[config.mk]
export PLATFORM = sky130hd
export DESIGN_NAME = dma_multi
export DESIGN_NICKNAME = d
export VERILOG_FILES = /design/src/rtl/dma_pkg.sv /design/src/rtl/dma_channel.sv /design/src/rtl/dma_multi.sv
export SDC_FILE = /design/constraint.sdc
export NUM_CORES = 1
export LEC_CHECK = 0
export ABC_AREA = 1
export CAP_MARGIN = 5
export CORE_MARGIN = 2
export CORE_UTILIZATION = 64
export CTS_CLUSTER_SIZE = 30
export DETAILED_ROUTE_END_ITERATION = 8
export GPL_TIMING_DRIVEN = 0
export PLACE_DENSITY = 0.9
export SYNTH_ARGS = -nofsm -noshare
export SYNTH_HDL_FRONTEND = slang
export SYNTH_SLANG_ARGS = --single-unit
[constraint.sdc]
create_clock -name clk -period 5.1 [get_ports clk]
set_input_delay 0.51 -clock clk [delete_from_list [all_inputs] [get_ports clk]]
set_output_delay 0.51 -clock clk [all_outputs]
set_load 0.01 [all_outputs]
[src/rtl/dma_pkg.sv]
// Shared register map, control bit positions and per-channel state record
// for the multi-channel DMA address engine.
package dma_pkg;

   localparam logic [2:0] OFF_SRC_LO = 3'd0;
   localparam logic [2:0] OFF_SRC_HI = 3'd1;
   localparam logic [2:0] OFF_DST_LO = 3'd2;
   localparam logic [2:0] OFF_DST_HI = 3'd3;
   localparam logic [2:0] OFF_LEN    = 3'd4;
   localparam logic [2:0] OFF_CTRL   = 3'd5;
   localparam logic [2:0] OFF_REM    = 3'd6;

   localparam int CTRL_START  = 7;
   localparam int CTRL_IRQ_EN = 6;
   localparam int CTRL_ABORT  = 0;
   localparam int DST_DIR_BIT = 6;

   typedef struct packed {
      logic [15:0] src;
      logic [12:0] dst;
      logic        dir;
      logic [7:0]  len;
      logic [8:0]  rem;
      logic [7:0]  cnt;
      logic        busy;
      logic        done;
      logic        irq_en;
   } ch_regs_t;

   // A programmed length of 0 means 256 block units.
   function automatic logic [8:0] len_units(input logic [7:0] len);
      return (len == 8'd0) ? 9'd256 : {1'b0, len};
   endfunction

endpackage

[src/rtl/dma_channel.sv]
// One DMA channel: CPU-visible register file, address/byte/block counters
// and the start/abort/done bookkeeping. The top decides when it transfers.
module dma_channel
   import dma_pkg::*;
#(
   parameter int BLOCK = 16
) (
   input  logic        clk,
   input  logic        reset,
   input  logic        wr_en_i,
   input  logic [2:0]  off_i,
   input  logic [7:0]  wdata_i,
   input  logic        xfer_i,
   output logic [15:0] src_o,
   output logic [12:0] dst_o,
   output logic        dir_o,
   output logic        busy_o,
   output logic        blk_end_o,
   output logic        irq_o,
   output logic [7:0]  rdata_o
);

   localparam logic [7:0] CNT_RELOAD = 8'(BLOCK - 1);

   ch_regs_t regs_q, regs_d;

   always_comb begin
      regs_d = regs_q;
      if (xfer_i) begin
         regs_d.src = regs_q.src + 16'd1;
         regs_d.dst = regs_q.dst + 13'd1;
         if (regs_q.cnt == 8'd0) begin
            regs_d.cnt = CNT_RELOAD;
            regs_d.rem = regs_q.rem - 9'd1;
            if (regs_q.rem == 9'd1) begin
               regs_d.busy = 1'b0;
               regs_d.done = 1'b1;
            end
         end else begin
            regs_d.cnt = regs_q.cnt - 8'd1;
         end
      end
      // Applied after the transfer update so a same-cycle CPU write takes precedence.
      if (wr_en_i) begin
         case (off_i)
            OFF_SRC_LO: if (!regs_q.busy) regs_d.src[7:0]  = wdata_i;
            OFF_SRC_HI: if (!regs_q.busy) regs_d.src[15:8] = wdata_i;
            OFF_DST_LO: if (!regs_q.busy) regs_d.dst[7:0]  = wdata_i;
            OFF_DST_HI: if (!regs_q.busy) begin
               regs_d.dst[12:8] = wdata_i[4:0];
               regs_d.dir       = wdata_i[DST_DIR_BIT];
            end
            OFF_LEN:    if (!regs_q.busy) regs_d.len = wdata_i;
            OFF_CTRL: begin
               regs_d.irq_en = wdata_i[CTRL_IRQ_EN];
               if (wdata_i[CTRL_ABORT]) begin
                  regs_d.busy = 1'b0;
               end else if (wdata_i[CTRL_START]) begin
                  regs_d.busy = 1'b1;
                  regs_d.done = 1'b0;
                  regs_d.cnt  = CNT_RELOAD;
                  regs_d.rem  = len_units(regs_q.len);
               end else begin
                  regs_d.done = 1'b0;
               end
            end
            default: ;
         endcase
      end
   end

   always_ff @(posedge clk) begin
      if (reset) regs_q <= '0;
      else       regs_q <= regs_d;
   end

   always_comb begin
      rdata_o = 8'h00;
      case (off_i)
         OFF_SRC_LO: rdata_o = regs_q.src[7:0];
         OFF_SRC_HI: rdata_o = regs_q.src[15:8];
         OFF_DST_LO: rdata_o = regs_q.dst[7:0];
         OFF_DST_HI: rdata_o = {1'b0, regs_q.dir, 1'b0, regs_q.dst[12:8]};
         OFF_LEN:    rdata_o = regs_q.len;
         OFF_CTRL:   rdata_o = {regs_q.busy, regs_q.irq_en, 5'b0, regs_q.done};
         OFF_REM:    rdata_o = regs_q.rem[7:0];
         default:    rdata_o = 8'h00;
      endcase
   end

   assign src_o     = regs_q.src;
   assign dst_o     = regs_q.dst;
   assign dir_o     = regs_q.dir;
   assign busy_o    = regs_q.busy;
   assign blk_end_o = (regs_q.cnt == 8'd0);
   assign irq_o     = regs_q.done & regs_q.irq_en;

endmodule

[src/rtl/dma_multi.sv]
// Multi-channel DMA address engine: register window decode, LCD slot timer,
// block-locked priority arbiter and the address/readback output muxes.
module dma_multi
   import dma_pkg::*;
#(
   parameter int         NUM_CH   = 2,
   parameter int         BLOCK    = 16,
   parameter int         LCD_DIV  = 6,
   parameter logic [5:0] REG_BASE = 6'h08
) (
   input  logic        clk,
   input  logic        reset,
   input  logic        ce,
   input  logic [5:0]  AB,
   input  logic        cpu_rwn,
   input  logic        dma_cs,
   input  logic        lcd_en,
   input  logic [7:0]  data_in,
   output logic [7:0]  cpu_dout,
   output logic [15:0] cbus_addr,
   output logic [12:0] vbus_addr,
   output logic        dma_dir,
   output logic        dma_en,
   output logic [1:0]  dma_ch,
   output logic        irq
);

   localparam logic [7:0] LCD_LAST = 8'(LCD_DIV - 1);

   logic [6:0]  rel;
   logic        win_hit;
   logic [1:0]  win_ch;
   logic        wr_strobe;

   logic [15:0] src_a   [NUM_CH];
   logic [12:0] dst_a   [NUM_CH];
   logic [7:0]  rdata_a [NUM_CH];
   logic [NUM_CH-1:0] dir_v, busy_v, blk_end_v, irq_v, xfer_v;

   logic [7:0]  lcd_div_q, lcd_div_d;
   logic        slot;
   logic        gnt_vld_q, gnt_vld_d;
   logic [1:0]  gnt_q, gnt_d;
   logic [1:0]  cur, low;
   logic        busy_any, gnt_busy, cur_blk_end;

   // Borrow in rel[6] means AB is below the window.
   assign rel       = {1'b0, AB} - {1'b0, REG_BASE};
   assign win_hit   = ~rel[6] & (rel[5:3] < 3'(NUM_CH));
   assign win_ch    = rel[4:3];
   assign wr_strobe = ~cpu_rwn & dma_cs & ce & win_hit;

   for (genvar g = 0; g < NUM_CH; g++) begin : g_ch
      assign xfer_v[g] = dma_en & (cur == 2'(g));
      dma_channel #(.BLOCK(BLOCK)) u_ch (
         .clk       (clk),
         .reset     (reset),
         .wr_en_i   (wr_strobe & (win_ch == 2'(g))),
         .off_i     (rel[2:0]),
         .wdata_i   (data_in),
         .xfer_i    (xfer_v[g]),
         .src_o     (src_a[g]),
         .dst_o     (dst_a[g]),
         .dir_o     (dir_v[g]),
         .busy_o    (busy_v[g]),
         .blk_end_o (blk_end_v[g]),
         .irq_o     (irq_v[g]),
         .rdata_o   (rdata_a[g])
      );
   end

   assign slot = lcd_en & (lcd_div_q == LCD_LAST);

   // A held grant survives until its block ends; otherwise lowest busy index wins.
   always_comb begin
      busy_any = |busy_v;
      low      = 2'd0;
      gnt_busy = 1'b0;
      for (int i = NUM_CH - 1; i >= 0; i--)
         if (busy_v[i]) low = 2'(i);
      for (int i = 0; i < NUM_CH; i++)
         if (2'(i) == gnt_q) gnt_busy = busy_v[i];
      cur = (gnt_vld_q & gnt_busy) ? gnt_q : low;

      cbus_addr   = src_a[0];
      vbus_addr   = dst_a[0];
      dma_dir     = dir_v[0];
      cur_blk_end = blk_end_v[0];
      for (int i = 0; i < NUM_CH; i++)
         if (2'(i) == cur) begin
            cbus_addr   = src_a[i];
            vbus_addr   = dst_a[i];
            dma_dir     = dir_v[i];
            cur_blk_end = blk_end_v[i];
         end
   end

   assign dma_en = ce & busy_any & ~slot;
   assign dma_ch = cur;
   assign irq    = |irq_v;

   always_comb begin
      cpu_dout = 8'h00;
      for (int i = 0; i < NUM_CH; i++)
         if (win_hit && (win_ch == 2'(i))) cpu_dout = rdata_a[i];
   end

   always_comb begin
      lcd_div_d = lcd_div_q;
      gnt_vld_d = gnt_vld_q;
      gnt_d     = gnt_q;
      if (ce) lcd_div_d = (lcd_div_q == LCD_LAST) ? 8'd0 : lcd_div_q + 8'd1;
      if (dma_en) begin
         if (cur_blk_end) begin
            gnt_vld_d = 1'b0;
         end else begin
            gnt_vld_d = 1'b1;
            gnt_d     = cur;
         end
      end
   end

   always_ff @(posedge clk) begin
      if (reset) begin
         lcd_div_q <= 8'd0;
         gnt_vld_q <= 1'b0;
         gnt_q     <= 2'd0;
      end else begin
         lcd_div_q <= lcd_div_d;
         gnt_vld_q <= gnt_vld_d;
         gnt_q     <= gnt_d;
      end
   end

endmodule

==> summary.md <==
The run finished with clean final reports. Sequential element share of the synthesized area: 0.319. For the count of boundary I/O pins, the log shows 62. TritonCTS built the clock tree. The tools report the number of detailed-route iterations in the first pass as 7. The tools report the start point of the worst min-delay path as ce.

For the clock network latency to the later pin of the worst-skew pair, the log shows 0.44 ns. The die is 116 um wide. Global routing finished with a remaining overflow of 0. Shortest clock period the worst path allows after layout: 4.13 ns. The logs give 0.00902 ns for the final setup skew and 0.425 for the worst slew margin relative to its limit. The via count of the first global-routing pass came out at 8672. The antenna diode instance count was 0; the number of placement rows was 40.

The post-layout instance count excluding filler cells is 1502, and the starting density of the core is 0.661. Entering global routing, the biggest net connects 17 pins. The library cells used most frequently in the layout, excluding fill and tap cells, are sky130_fd_sc_hd__nand2_1, sky130_fd_sc_hd__inv_1, sky130_fd_sc_hd__nor2_1. The number of setup buffers added after CTS is 0. The average size of a mapped cell works out to 6.40 um^2. After legalization and detailed placement, the total HPWL measured 21400 um.

The tools report the number of clock buffers inserted by TritonCTS as 17. In the routed design, unresolved DRC markers number 0. The ratio of cells with drive above 1 in the final layout came out at 0.0562. STA classifies the critical path endpoint as an output port. The count of final hold-check violations is 0, and the cell count after synthesis is 1244. Data on the critical path is required at its endpoint by 4.59 ns. The tools report the end point of the most critical hold path as lcd_div_q[1]. The critical path goes through clkdlybuf4s50_1, inv_1, ha_1, o21bai_1, nand3_1, nor3_1, inv_1, o21ai_0, clkdlybuf4s50_1. Count of input and output buffers: 58. The final worst-path cycle share is 0.809.

The detailed router finished its first iteration with 1446 violations. The final wirelength is 30600 um, and the net count after synthesis is 1279. Data arrives at the worst endpoint at 3.62 ns. The end of the worst register-to-register path was g_ch[0].u_ch.regs_q[6].

Hold repair after CTS inserted 0 buffers. During synthesis, Yosys emitted a total of 0 warnings. From synthesis to final layout, the design area changed by 17.9%. Setup repair after global routing left no endpoint under its margin. Across all register-to-register paths, the minimum setup slack is 2.55 ns.

The worst min-delay path category was primary input to register. Leaving out fill and tap cells, the most frequent cell in the layout is sky130_fd_sc_hd__nand2_1. Routability-driven placement finished with a final weighted congestion of 1.07.

For this design the static power due to leakage is 0.00390 uW. STA classifies the critical path startpoint as a primary input. Counting cells, the worst reg-to-reg path comes to 8.

Counting tap cells, the placed design contains a total of 1470 instances. Dividing the detail-routed wire length by the instance count gives 20.4 um. Clock tree synthesis selected as its root buffer the cell sky130_fd_sc_hd__clkbuf_16.

Power per unit of standard cell area: 263 nW/um^2. The floorplan step set the die height to 116 um. The logs give 7970 um^2 for the cell area after technology mapping and 50 for the count of cell types in the netlist.

The first global-routing pass estimated 46300 um of wire. The startpoint identified for the worst register-to-register timing path is g_ch[1].u_ch.busy_o. The floorplan step defined a die boundary enclosing 13400 um^2.

Summing over every cut layer, the via total after detailed routing is 9525. OpenSTA, run right after detailed placement, puts the worst setup slack at 1.16 ns. The worst hold path passes through 2 cells. CTS saw 127 sinks.

The post-synthesis sequential element count works out to 127. The final number of max-transition violations was 0. Clock-pin slew was measured on the worst setup and hold paths at 0.06 ns.

The run gives 0 as the initial antenna violation count. The max-capacitance violation count was 0. The core outline area was 12100 um^2; the count of H-tree levels built during CTS was 4.

The worst slack on hold paths came out at 0.339 ns. The category of the most critical setup path is primary input to output port. At the pin with the least slew margin, the transition time is 0.862 ns. The logs give 1356 for the number of nets in the layout and 0 ns for the setup TNS.

The total power is 2470 uW, and the slack of the critical path is 0.973 ns. Worst voltage drop across the vdd grid: 277 uV. The peak clock frequency supported by timing is 0.242 GHz. The remaining antenna violation count after routing came out at 0.

After clock tree synthesis, the repair step resized 0 gates. The worst-path maximum fanout is 5. On the worst path, the slowest cell contributes a delay of 0.62 ns. Among all stages on the critical path, the largest delay is contributed by sky130_fd_sc_hd__clkdlybuf4s50_1. For the total routing resource utilization after global routing, the log shows 0.460. Using the TritonRoute via totals, the vias-per-cell ratio works out to 6.34.

The clock passes through at most 2 buffers. Setup violations remaining at the end of the flow were counted as 0.
## through the flow
step	utilization	cell area, um^2
floorplan	-	7970
global placement	0.726	8760
detailed placement	0.726	8760
CTS	0.779	9390
global route	0.779	9390
finish	0.779	9390
## cell families (layout without fill, tap and decap cells)
| kind of cell | count (synthesis) | after routing | share of synthesized area |
|---|---|---|---|
| xor+xnor | 43 | 43 | 0.0473 |
| other cells | 1 | 1 | 0.000471 |
| compound gates | 275 | 275 | 0.199 |
| buf+inv | 230 | 320 | 0.111 |
| fa+ha+maj | 15 | 15 | 0.0236 |
| simple gates | 553 | 553 | 0.300 |
| flops | 127 | 127 | 0.319 |
## power breakdown
| group | switching, uW | leakage, uW | internal, uW |
|---|---|---|---|
| registers | 2.81 | 0.00102 | 995 |
| logic | 92.2 | 0.00257 | 32.5 |
| clock network | 520 | 0.000305 | 824 |
## cell usage after synthesis, drive strengths merged
master | count | area, um^2
clkinv | 4 | 15.0
or2 | 1 | 6.26
a32oi | 5 | 43.8
a22oi | 4 | 30.0
nand3b | 3 | 22.5
nor3 | 46 | 245
nor2 | 137 | 557
nand2 | 265 | 1010
a21o | 2 | 15.0
o22ai | 26 | 163
and3 | 3 | 18.8
a211oi | 17 | 128
ha | 15 | 188
a221oi | 2 | 17.5
nor2b | 1 | 6.26
inv | 186 | 698
o2111ai | 2 | 17.5
nand4 | 13 | 87.6
nor3b | 2 | 15.0
a41oi | 1 | 8.76
xor2 | 38 | 333
o211ai | 4 | 30.0
nor4 | 3 | 18.8
a22o | 1 | 8.76
o21a | 1 | 7.51
o21bai | 3 | 22.5
o21ai | 130 | 651
nand3 | 79 | 400
conb | 1 | 3.75
o41ai | 1 | 8.76
dfxtp | 127 | 2540
a21oi | 62 | 318
buf | 17 | 87.6
a31oi | 7 | 43.8
a21boi | 2 | 26.3
o221ai | 5 | 43.8
clkbuf | 23 | 86.3
xnor2 | 5 | 43.8
## registers in the layout, indices dropped and copies added (netlist names)
register and flops:
lcd_div_q 8, g_ch.u_ch.dir_o 2, g_ch.u_ch.regs_q 54, gnt_vld_q 1
g_ch.u_ch.dst_o 26, gnt_q 2, g_ch.u_ch.busy_o 2, g_ch.u_ch.src_o 32
## metal layers
metal | up-vias | wire length, um | track usage
met1 | 4264 | 11200 | 0.572
met4 | 0 | 2100 | 0.267
li1 | 4252 | - | -
met5 | - | 0 | 0
met2 | 824 | 12600 | 0.688
met3 | 185 | 4740 | 0.164
## layout make-up
cell class / instances / area (um^2)
Multi-Input combinational cell: 887 / 4540
Fill cell: 934 / 2670
Sequential cell: 127 / 2540
Inverter: 190 / 713
Timing Repair Buffer: 58 / 581
Clock buffer: 17 / 425
Tap cell: 168 / 210
Clock inverter: 15 / 206
Buffer: 40 / 174
## worst max-delay path, delay by kind of cell
kind	cells	cell delay [ns]
AOI/OAI and AO/OA	2	0.75
and+or+nand+nor	2	0.72
buffers and inverters	4	1.40
adders and majority gates	1	0.23
## worst max path at each step
stage,start,endpoint,slack [ns],cells past startpoint
global route,AB[3],cpu_dout[0],0.83,9
detailed placement,AB[3],cpu_dout[0],1.16,9
CTS,AB[3],cpu_dout[0],1.14,9
global placement,AB[4],cpu_dout[0],1.22,9
floorplan,AB[3],cpu_dout[0],2.70,7
finish,AB[3],cpu_dout[0],0.97,9
Power figures use the tool's default switching activity.
